`src/rtl/four_bit_loader.sv`:
```
// ============================================================================
// Module  : four_bit_loader
// Purpose : Boot loader and run controller for the four_bit_comp CPU.
//           Streams a 16-word image into the CPU memories while holding it
//           in reset, runs it for RUN_CYCLES cycles, then freezes it and
//           captures data_out as the result.
// Revision: 1.0 - initial release
// ============================================================================
`default_nettype none

module four_bit_loader #(
  parameter int RUN_CYCLES = 32
) (
  input  logic        clock,
  input  logic        reset,
  input  logic        start,
  input  logic        s_valid,
  output logic        s_ready,
  input  logic [11:0] s_data,
  output logic        cpu_reset,
  output logic [3:0]  prog_count,
  output logic [3:0]  prog_inst,
  output logic [3:0]  prog_data,
  output logic [3:0]  data_in,
  input  logic [3:0]  cpu_data_out,
  output logic        busy,
  output logic        done,
  output logic [3:0]  result
);

  localparam logic [2:0] c_idle  = 3'd0;
  localparam logic [2:0] c_load  = 3'd1;
  localparam logic [2:0] c_flush = 3'd2;
  localparam logic [2:0] c_run   = 3'd3;
  localparam logic [2:0] c_done  = 3'd4;

  // Counter value seen on the final run edge; that edge captures the result.
  localparam logic [15:0] c_run_last = 16'(RUN_CYCLES - 1);

  logic [2:0]  state_q, state_d;
  logic [3:0]  idx_q, idx_d;
  logic [15:0] run_cnt_q, run_cnt_d;
  logic [3:0]  prog_count_q, prog_count_d;
  logic [3:0]  prog_inst_q, prog_inst_d;
  logic [3:0]  prog_data_q, prog_data_d;
  logic [3:0]  data_in_q, data_in_d;
  logic [3:0]  result_q, result_d;
  logic        w_handshake;

  // Handshake is derived from the registered state so s_ready stays glitch-free.
  assign w_handshake = (state_q == c_load) && s_valid;

  // State and datapath registers with synchronous reset.
  always_ff @(posedge clock) begin
    if (reset) begin
      state_q      <= c_idle;
      idx_q        <= 4'd0;
      run_cnt_q    <= 16'd0;
      prog_count_q <= 4'd0;
      prog_inst_q  <= 4'd0;
      prog_data_q  <= 4'd0;
      data_in_q    <= 4'd0;
      result_q     <= 4'd0;
    end else begin
      state_q      <= state_d;
      idx_q        <= idx_d;
      run_cnt_q    <= run_cnt_d;
      prog_count_q <= prog_count_d;
      prog_inst_q  <= prog_inst_d;
      prog_data_q  <= prog_data_d;
      data_in_q    <= data_in_d;
      result_q     <= result_d;
    end
  end

  // Next-state and datapath update; everything holds unless a state acts on it.
  always_comb begin
    state_d      = state_q;
    idx_d        = idx_q;
    run_cnt_d    = run_cnt_q;
    prog_count_d = prog_count_q;
    prog_inst_d  = prog_inst_q;
    prog_data_d  = prog_data_q;
    data_in_d    = data_in_q;
    result_d     = result_q;
    unique case (state_q)
      c_idle, c_done: begin
        if (start) begin
          state_d = c_load;
          idx_d   = 4'd0;
        end
      end
      c_load: begin
        if (w_handshake) begin
          prog_count_d = idx_q;
          data_in_d    = s_data[11:8];
          prog_inst_d  = s_data[7:4];
          prog_data_d  = s_data[3:0];
          idx_d        = idx_q + 4'd1;
          if (idx_q == 4'd15) begin
            state_d = c_flush;
          end
        end
      end
      c_flush: begin
        // One extra reset-held cycle so the CPU samples word 15.
        state_d   = c_run;
        run_cnt_d = 16'd0;
      end
      c_run: begin
        run_cnt_d = run_cnt_q + 16'd1;
        if (run_cnt_q == c_run_last) begin
          result_d = cpu_data_out;
          state_d  = c_done;
        end
      end
      default: begin
        state_d = c_idle;
      end
    endcase
  end

  // Control outputs decoded from the registered state.
  always_comb begin
    s_ready   = (state_q == c_load);
    cpu_reset = (state_q != c_run);
    busy      = (state_q == c_load) || (state_q == c_flush) || (state_q == c_run);
    done      = (state_q == c_done);
  end

  assign prog_count = prog_count_q;
  assign prog_inst  = prog_inst_q;
  assign prog_data  = prog_data_q;
  assign data_in    = data_in_q;
  assign result     = result_q;

endmodule

`default_nettype wire

```
`config.mk`:
```
export PLATFORM = sky130hd
export DESIGN_NAME = four_bit_loader
export DESIGN_NICKNAME = d
export VERILOG_FILES = /design/src/rtl/four_bit_loader.sv
export SDC_FILE = /design/constraint.sdc
export NUM_CORES = 1
export LEC_CHECK = 0
export CAP_MARGIN = 25
export CORE_UTILIZATION = 25
export CTS_CLUSTER_DIAMETER = 120
export DETAILED_ROUTE_END_ITERATION = 6
export PLACE_DENSITY = 0.48
export SYNTH_ARGS = -nofsm -noshare
export SYNTH_HDL_FRONTEND = slang
export SYNTH_SLANG_ARGS = --single-unit
```
`constraint.sdc`:
```
create_clock -name clock -period 1.7 [get_ports clock]
set_input_delay 0.51 -clock clock [delete_from_list [all_inputs] [get_ports clock]]
set_output_delay 0.51 -clock clock [all_outputs]
set_load 0.01 [all_outputs]
```
==> results of run 1 <==
## cells by family (layout without fill, tap and decap cells)
| family | count (synthesis) | after routing |
|---|---|---|
| AOI/OAI and AO/OA | 58 | 58 |
| and+or+nand+nor | 118 | 118 |
| DFF | 43 | 43 |
| xor gates and xnor gates | 6 | 6 |
| buffers and inverters | 22 | 86 |
| adders and majority gates | 2 | 2 |
| muxes | 1 | 1 |
## how the worst max path moves through the flow
stage | startpoint | end | slack, ns | cells after the start
floorplan | run_cnt_q[0] | state_q[0] | 0.06 | 6
global placement | s_valid | state_q[1] | -0.11 | 4
detailed placement | s_valid | state_q[1] | -0.15 | 4
CTS | prog_data[1] | prog_data[1] | 0.004 | 1
global route | state_q[1] | cpu_reset | 0.02 | 3
finish | state_q[1] | cpu_reset | 0.09 | 3
## critical path, stage by stage (launching register included)
cell     delay (ns)
dfxtp_2        0.40
and3b_2        0.22
inv_2          0.05
buf_2          0.13
## layout make-up
type / instances / area share (%)
Clock buffer: 6 / 2.55
Inverter: 3 / 0.396
Tap cell: 102 / 4.49
Timing Repair Buffer: 75 / 23.9
Clock inverter: 2 / 0.440
Multi-Input combinational cell: 185 / 37.6
Sequential cell: 43 / 30.6
## flip-flops by register name (all words and copies together), names as in the netlist
signal / cells
prog_count: 4
prog_data: 4
data_in: 4
idx_q: 4
result: 4
prog_inst: 4
state_q: 3
run_cnt_q: 16
## where the power goes
| group | switching, mW | leakage, nW | internal (mW) |
|---|---|---|---|
| clock network | 0.365 | 0.0412 | 0.288 |
| logic | 0.0856 | 0.825 | 0.103 |
| registers | 0.00904 | 0.350 | 1.02 |
| total | 0.459 | 1.22 | 1.41 |
## layout by cell type, fill, tap and decap left out, drive strengths merged, types with 7 or more instances in the layout
cell	count
nand3	15
clkbuf	7
dlymetal6s2s	11
dlygate4sd2	9
o21ai	9
buf	35
clkdlybuf4s50	19
a21oi	30
nor2	16
nand2	45
dfxtp	43
## Yosys cell counts (3+ instances only)
| library cell | number |
|---|---|
| nand2b_1 | 5 |
| nor2_1 | 16 |
| a31oi_1 | 3 |
| buf_2 | 9 |
| nand3_1 | 14 |
| o21ai_1 | 7 |
| or4_1 | 5 |
| a21o_1 | 4 |
| nand4_1 | 6 |
| a21oi_1 | 30 |
| nor3_1 | 4 |
| dfxtp_1 | 43 |
| and2_1 | 4 |
| clkbuf_1 | 7 |
| nor4_1 | 5 |
| xnor2_1 | 5 |
| nand2_1 | 45 |
## through the flow
step | std cells | hold slack [ns] | power [mW] | util [%] | instance area, um2
after floorplan | 250 | 0.452 | 1.13 | - | 2020
after global placement | 406 | 0.443 | 1.25 | 35.0 | 2720
after detailed placement | 406 | 0.448 | 1.25 | 35.0 | 2720
after CTS | 415 | 0.458 | 1.90 | 36.2 | 2810
after global routing | 416 | 0.475 | 1.95 | 36.6 | 2840
final | 416 | 0.452 | 1.87 | 36.6 | 2840
## metal layers
metal | vias up | GRT usage [%]
met5 | - | 0
met1 | 917 | 18.8
met3 | 7 | 2.74
li1 | 1014 | -
met2 | 38 | 21.8
met4 | 0 | 4.56
## timing repair
item	in CTS	in global routing
buffers inserted	1	1
cloned	0	0
resized for setup	27	19
endpoints found under the setup margin	13	19
pin swaps	0	1
==> summary.txt, run 1 <==
Status
  – Status: finished clean

Timing
  – Fmax: 619 MHz
  – Clock Skews: 0.00566 ns
  – Slew headroom: 73.5%
  – Slew Limit Fails: 0
  – Final worst-path setup slack: 0.0851 ns
  – # setup viols final: 0
  – Worst slew pin tran: 0.395 ns
  – Setup tns final: 0 ns
  – Tcrit/Tclk final: 95.0%
  – Min Tclk post-route: 1.61 ns
  – Final Hold Fails: 0
  – Unrepaired setup endpoints after global routing: false

Layout
  – Nets@finish: 335
  – Multi-input gate area: 1070 um2
  – Layout cells sized above 1: 17.5%
  – Fillers: 830
  – Area grow syn2layout: 40.7%
  – Sequential Area: 870 um2
  – Inserted Diodes: 0

Clock network
  – CTS buffer count: 5
  – Clock sinks: 43
  – CTS tree: yes
  – Clk_lat worst skew: 0.30 ns
  – H-tree levels: 2
  – Clk buf depth: 2
  – Clock transition at the registers of the reported paths: 0.08 ns
  – Root Buffer: clkbuf_8
  – Hold_buf cts: 0

Global routing
  – Vias in the first global route: 1919
  – Gr usage total: 13.8%
  – Remaining Overflow, GRT: 0
  – Largest net degree at the start of global routing: 17
  – Initial antenna violation count: 0
  – First-pass GRT wire length: 9270 um

Floorplanning
  – Initial Utilization: 26.0%
  – Die area: 8450 um2
  – Chip height: 91.9 um
  – FP Rows: 32
  – Die X: 91.9 um
  – I/O Pins: 44
  – Core Box Area: 7770 um2

Worst setup path
  – CP Launch Type: flop
  – Critical path type: reg -> out
  – WP data arrival: 1.10 ns
  – Crit Reg-Reg Startpoint: run_cnt_q[0]
  – Required time of the worst setup path: 1.19 ns
  – Crit path max fanout: 4
  – R2r setup slk: 0.13 ns
  – Worst setup EP type: output pin
  – Reg2reg end: state_q[0]
  – FF-to-FF path depth: 5

Routing
  – Met3 Wirelength: 200 um
  – # DRC: 0
  – Post-DRT Antenna Nets: 0
  – Met2 WL post-DR: 2430 um
  – Initial drt markers: 71
  – Pre-Repair DR Iteration Count: 4
  – Wire per inst: 13.2 um
  – Routed WL: 5480 um
  – Met1 wire length: 2770 um
  – DR vias: 1976
  – Top Metal Used: met4
  – Vias per inst: 4.75

Yosys
  – Largest family of logic cells by synthesized area: simple AND/OR/NAND/NOR gates
  – Post-Synth XOR/XNOR Area: 2.60%
  – Register area share after synthesis: 42.6%
  – Synth top area share: 42.6%
  – Average cell area after synthesis: 8.08 um2
  – Synth Register Bits: 43
  – Mux contribution to synthesized area: 0.495%
  – Number of distinct library cells after synthesis: 46
  – Synth Area in Adders: 1.24%
  – Synth Flop Type: dfxtp_1
  – Post-Syn Instances: 250
  – Top area cells in the synthesized netlist: dfxtp_1 (43%), nand2_1 (8.4%), a21oi_1 (7.4%)
  – EDFF count, synth: 0
  – Cell taking the most area after synthesis: dfxtp_1
  – Async SR Flop Fraction: 0%
  – Synth Net Count: 272
  – Synth Area in Simple Gates: 29.6%
  – Complex-gate fraction of the synthesized area: 17.9%
  – Synth warnings: 0
  – Mapped Area: 2020 um2

Power and ir drop
  – Peak supply drop: 0.305 mV
  – Pleak: 1.22 nW
  – Pwr/cell area: 658 nW/um2

Hold path
  – Hold path depth: 2
  – Hold EP: prog_data[0]
  – Min-delay src: prog_data[0]
  – Worst Hold Class: reg -> reg

Placement
  – Detail Placement HPWL: 4120 um
  – Place WS: -0.147 ns
  – IO Port Bufs: 43
  – RD Place Congestion: 0.799

Run
  – Max-cap viol count: 0
Note: power is estimated with default switching activity, not from simulation.
==> inputs of run 2 (changes only) <==
CORE_ASPECT_RATIO = 1.2   (was default)
==> run 2 against run 1 <==
The flow now finishes with violations (DRC). Largest cell class unchanged. Cell area is 1.1% lower. Worst setup slack got worse by 0.026 ns. Highest routed layer unchanged. Sequential share of layout area grew 0.44 points. Register-to-register slack got worse by 0.03 ns. Cell count fell by 2.9%. Routed wire length fell by 0.18%. Clock power grew 5.7%.
==> summary.txt, run 2 (same netlist as run 1, synthesis figures left out) <==
Routing
  – Routed WL: 5470 um (was 5480 um)
  – Vias per inst: 4.87 (was 4.75)
  – Initial drt markers: 68 (was 71)
  – # DRC: 12 (was 0)
  – DR vias: 1969 (was 1976)
  – Wire per inst: 13.5 um (was 13.2 um)
  – Post-DRT Antenna Nets: 0 (unchanged)
  – Pre-Repair DR Iteration Count: 6 (was 4)

Hold path
  – Hold path depth: 2 (unchanged)
  – Min-delay src: prog_inst[1] (was prog_data[0])
  – Worst Hold Class: reg -> reg (unchanged)
  – Hold EP: prog_inst[1] (was prog_data[0])

Layout
  – Area grow syn2layout: 39.1% (was 40.7%)
  – Layout Utilization: 36.3% (was 36.6%)
  – Inserted Diodes: 0 (unchanged)
  – Most frequent cells in the layout: nand2_1 (45), dfxtp_1 (40), a21oi_1 (30) (was nand2_1 (45), dfxtp_1 (40), buf_4 (31))
  – Non-Filler Instances: 404 (was 416)
  – Layout cells sized above 1: 17.6% (was 17.5%)
  – Commonest non-fill, non-tap cell in the layout: nand2_1 (unchanged)
  – Number of flip-flops under the largest register name: 16 (unchanged)
  – Reg with most FFs: run_cnt_q (unchanged)
  – Design Area, Final: 2810 um2 (was 2840 um2)
  – Nets@finish: 333 (was 335)

Clock network
  – Hold_buf cts: 0 (unchanged)
  – Clock sinks: 43 (unchanged)
  – Clock transition at the registers of the reported paths: 0.09 ns (was 0.08 ns)
  – H-tree levels: 2 (unchanged)
  – CTS tree: yes (unchanged)
  – Root Buffer: clkbuf_8 (unchanged)
  – CTS buffer count: 5 (unchanged)
  – Clk buf depth: 2 (unchanged)
  – Clk_lat worst skew: 0.30 ns (about the same)

Global routing
  – Vias in the first global route: 1908 (was 1919)
  – Initial antenna violation count: 0 (unchanged)
  – Remaining Overflow, GRT: 0 (unchanged)
  – Largest net degree at the start of global routing: 18 (was 17)
  – First-pass GRT wire length: 9200 um (was 9270 um)
  – Gr usage total: 13.7% (was 13.8%)

Floorplanning
  – Die X: 84.1 um (was 91.9 um)
  – Core Box Area: 7750 um2 (was 7770 um2)
  – Chip height: 100 um (was 91.9 um)
  – Die area: 8450 um2 (about the same)
  – I/O Pins: 44 (unchanged)
  – Initial Utilization: 26.1% (was 26.0%)
  – FP Rows: 35 (was 32)

Timing
  – Fmax: 609 MHz (was 619 MHz)
  – Min Tclk post-route: 1.64 ns (was 1.61 ns)
  – Tcrit/Tclk final: 96.5% (was 95.0%)
  – Clock Skews: 0.00755 ns (was 0.00566 ns)
  – Worst slew pin tran: 0.379 ns (was 0.395 ns)
  – # setup viols final: 0 (unchanged)
  – Final Hold Fails: 0 (unchanged)
  – Slew headroom: 74.5% (was 73.5%)
  – Slew Limit Fails: 0 (unchanged)

Power and ir drop
  – Peak supply drop: 0.310 mV (was 0.305 mV)
  – Total power: 1.90 mW (was 1.87 mW)
  – Pleak: 1.14 nW (was 1.22 nW)
  – Pwr/cell area: 676 nW/um2 (was 658 nW/um2)

Worst setup path
  – Crit Reg-Reg Startpoint: run_cnt_q[0] (unchanged)
  – FF-to-FF path depth: 5 (unchanged)
  – Required time of the worst setup path: 1.19 ns (about the same)
  – CP Launch Type: flop (unchanged)
  – Critical path type: reg -> out (unchanged)
  – WP data arrival: 1.13 ns (was 1.10 ns)
  – Crit path max fanout: 6 (was 4)
  – Worst setup EP type: output pin (unchanged)
  – R2r setup slk: 0.10 ns (was 0.13 ns)
  – Reg2reg end: state_q[0] (unchanged)

Placement
  – Placed Instance Area: 2690 um2 (was 2720 um2)
  – IO Port Bufs: 43 (unchanged)
  – RD Place Congestion: 0.786 (was 0.799)
  – Placed insts: 394 (was 406)
  – Detail Placement HPWL: 4070 um (was 4120 um)

Status
  – Failing checks: DRC
  – Status: finished with violations (was finished clean)

Run
  – Max-cap viol count: 0 (unchanged)
run 2: how the worst max path moves through the flow:
stage	slack, ns	cells past startpoint	to	startpoint
global route	-0.006	6	state_q[2]	run_cnt_q[0]
global placement	-0.08	5	idx_q[3]	s_valid
finish	0.06	3	cpu_reset	state_q[1]
floorplan	0.06	6	state_q[0]	run_cnt_q[0]
detailed placement	-0.10	5	idx_q[2]	s_valid
CTS	0.0007	1	data_in[3]	data_in[3]
run 2: layout make-up:
cell class | instances | area, um2
repair buffers | 73 | 646
inverters | 3 | 11.3
multi-input cells | 185 | 1070
flip-flops and latches | 43 | 872
clock buffers | 5 | 68.8
clock inverters | 3 | 23.8
fillers | 809 | 4940
well taps | 92 | 115
run 2: critical path: stages (launching register included):
cell     delay (ns)
dfxtp_4        0.41
and3b_2        0.25
inv_2          0.05
buf_2          0.13
run 2: stage by stage:
stage | setup slack [ns] | hold slack, ns | setup TNS [ns]
2_1_floorplan | 0.0605 | 0.452 | 0
3_3_place_gp | -0.0801 | 0.442 | -0.392
3_5_place_dp | -0.102 | 0.446 | -0.504
4_1_cts | 0.000711 | 0.459 | 0
5_1_grt | -0.00621 | 0.488 | -0.00621
6_report | 0.0591 | 0.452 | 0
run 2: where the power goes:
part	switching (mW)	total [mW]	internal, mW
combinational	0.0818	0.182	0.0997
sequential	0.00956	1.03	1.02
clock	0.395	0.689	0.294
total	0.486	1.90	1.41
run 2: per-layer routing:
layer  global-route usage (%)  part of all wire (%)
met1                     15.9                    44
met3                     3.03                   4.1
met5                        0                     0
met2                     25.0                    51
met4                     3.98                  0.59
run 2: timing repair:
| item | in CTS | in global routing |
|---|---|---|
| pin swaps | 1 | 1 |
| gates resized for setup | 35 | 13 |
| endpoints found under the setup margin | 19 | 18 |
| buffers inserted | 0 | 2 |
==> inputs of run 3 (changes only) <==
CORE_UTILIZATION = 45   (was 25)
PLACE_DENSITY = 0.76   (was 0.48)
==> run 3 against run 2 <==
The flow now finishes without violations. Cell area about the same. Hold slack better by 0.00056 ns. Cell count shrank 9.7%. Sequential share of layout area barely moved. Critical path depth down 2. Sequential power barely moved. Global-route usage is 7.7 points higher. Count of clock-buffer cells in the layout did not move.
==> summary.txt, run 3 (same netlist as run 1, synthesis figures left out) <==
Run
  – Max-cap viol count: 0 (unchanged)

Worst setup path
  – R2r setup slk: 0.09 ns (was 0.10 ns)
  – Reg2reg end: state_q[0] (unchanged)
  – Crit Reg-Reg Startpoint: run_cnt_q[0] (unchanged)
  – Delay-heaviest family, CP: buffers and inverters (was flip-flops)
  – Required time of the worst setup path: 1.19 ns (about the same)
  – WP data arrival: 1.15 ns (was 1.13 ns)
  – Worst setup path endpoint: result[2] (was cpu_reset)
  – Worst setup EP type: output pin (unchanged)
  – Critical path type: reg -> out (unchanged)
  – Buf/Inv on CP: 1 (was 2)
  – FF-to-FF path depth: 5 (unchanged)
  – CP Launch Type: flop (unchanged)
  – Slowest Stage Delay on Critical Path: 0.54 ns (was 0.41 ns)
  – CP max-delay cell: clkdlybuf4s50_1 (was dfxtp_4)
  – Worst-path cell chain: clkdlybuf4s50_1 (was and3b_2, inv_2, buf_2)
  – Crit. path cell count: 1 (was 3)
  – Crit path max fanout: 2 (was 6)
  – Critical Path Start: result[2] (was state_q[1])

Power and ir drop
  – Pleak: 1.27 nW (was 1.14 nW)
  – Peak supply drop: 0.411 mV (was 0.310 mV)
  – Pwr/cell area: 708 nW/um2 (was 676 nW/um2)

Hold path
  – Hold path depth: 2 (unchanged)
  – Min-delay src: prog_inst[0] (was prog_inst[1])
  – Worst Hold Class: reg -> reg (unchanged)

Placement
  – Placed Instance Area: 2640 um2 (was 2690 um2)
  – RD Place Congestion: 0.900 (was 0.786)
  – Placed insts: 357 (was 394)
  – IO Port Bufs: 43 (unchanged)
  – Detail Placement HPWL: 3670 um (was 4070 um)
  – Place WS: -0.102 ns (about the same)

Routing
  – Initial drt markers: 85 (was 68)
  – Post-DRT Antenna Nets: 0 (unchanged)
  – Met1 wire length: 2070 um (was 2390 um)
  – Vias per inst: 5.57 (was 4.87)
  – Met3 Wirelength: 240 um (was 227 um)
  – Met2 WL post-DR: 2550 um (was 2820 um)
  – Top Metal Used: met4 (unchanged)
  – # DRC: 0 (was 12)
  – Routed WL: 4980 um (was 5470 um)
  – Wire per inst: 13.6 um (was 13.5 um)
  – DR vias: 2032 (was 1969)
  – Pre-Repair DR Iteration Count: 4 (was 6)

Global routing
  – Vias in the first global route: 1825 (was 1908)
  – First-pass GRT wire length: 7980 um (was 9200 um)
  – Gr usage total: 21.3% (was 13.7%)
  – Remaining Overflow, GRT: 0 (unchanged)
  – Largest net degree at the start of global routing: 18 (unchanged)
  – Initial antenna violation count: 0 (unchanged)

Layout
  – Area grow syn2layout: 39.1% (about the same)
  – Sequential Area: 872 um2 (unchanged)
  – Most frequent cells in the layout: nand2_1 (45), dfxtp_1 (40), a21oi_1 (30) (unchanged)
  – Layout cells sized above 1: 16.5% (was 17.6%)
  – Design Area, Final: 2810 um2 (about the same)
  – Commonest non-fill, non-tap cell in the layout: nand2_1 (unchanged)
  – Non-Filler Instances: 365 (was 404)
  – Multi-input gate area: 1070 um2 (about the same)
  – Number of flip-flops under the largest register name: 16 (unchanged)
  – Nets@finish: 330 (was 333)
  – Inserted Diodes: 0 (unchanged)
  – Reg with most FFs: run_cnt_q (unchanged)
  – Fillers: 375 (was 809)

Timing
  – Slew Limit Fails: 0 (unchanged)
  – Min Tclk post-route: 1.66 ns (was 1.64 ns)
  – Slew headroom: 71.5% (was 74.5%)
  – # setup viols final: 0 (unchanged)
  – Setup tns final: 0 ns (unchanged)
  – Fmax: 601 MHz (was 609 MHz)
  – Worst slew pin tran: 0.423 ns (was 0.379 ns)
  – Tcrit/Tclk final: 97.9% (was 96.5%)
  – Clock Skews: 0.00313 ns (was 0.00755 ns)
  – Final worst-path setup slack: 0.0356 ns (was 0.0591 ns)
  – Final Hold Fails: 0 (unchanged)
  – Unrepaired setup endpoints after global routing: true

Clock network
  – CTS buffer count: 5 (unchanged)
  – Clk buf depth: 2 (unchanged)
  – Root Buffer: clkbuf_8 (unchanged)
  – Clock transition at the registers of the reported paths: 0.08 ns (was 0.09 ns)
  – H-tree levels: 2 (unchanged)
  – # Post-CTS Setup Buffers: 0 (unchanged)
  – Clk_lat worst skew: 0.29 ns (was 0.30 ns)
  – CTS tree: yes (unchanged)
  – Clock sinks: 43 (unchanged)

Floorplanning
  – Initial Utilization: 47.1% (was 26.1%)
  – I/O Pins: 44 (unchanged)
  – Chip height: 75.4 um (was 100 um)
  – Core Box Area: 4290 um2 (was 7750 um2)
  – Die X: 63.2 um (was 84.1 um)
  – Die area: 4760 um2 (was 8450 um2)
  – FP Rows: 26 (was 35)

Status
  – Status: finished clean (was finished with violations)
[run 3: final cells by class]
type                    instances  area share [%]
multi-input cells             185            38.1
inverters                       3           0.401
flip-flops and latches         43            31.0
well taps                      56            2.49
clock buffers                   5            2.45
clock inverters                 3            1.56
repair buffers                 70            24.0
[run 3: worst min path at each step]
| stage | end | slack, ns |
|---|---|---|
| after CTS | prog_count[0] | 0.46 |
| after detailed placement | prog_count[0] | 0.45 |
| after global placement | prog_inst[0] | 0.44 |
| after floorplan | run_cnt_q[15] | 0.45 |
| final | prog_inst[0] | 0.45 |
| after global routing | prog_count[3] | 0.48 |
[run 3: through the flow]
step | power, mW | hold slack, ns | util [%]
CTS | 2.02 | 0.457 | 64.4
floorplan | 1.13 | 0.452 | -
global placement | 1.24 | 0.441 | 61.4
global route | 2.07 | 0.476 | 65.5
finish | 1.99 | 0.453 | 65.5
detailed placement | 1.24 | 0.446 | 61.4
[run 3: report_power, final]
part / total [mW] / switching, mW / internal [mW]
combinational: 0.179 / 0.0780 / 0.101
sequential: 1.03 / 0.0109 / 1.02
clock: 0.783 / 0.346 / 0.437
[run 3: timing repair]
action,in CTS,in global routing
gates resized for setup,20,23
hold buffers,0,0
setup endpoints to repair,4,25
[run 3: per-layer routing]
| layer | GRT usage [%] | vias to the layer above |
|---|---|---|
| li1 | - | 1000 |
| met1 | 24.3 | 942 |
| met2 | 40.6 | 79 |
| met3 | 3.29 | 11 |
| met4 | 8.08 | 0 |
| met5 | 0 | - |
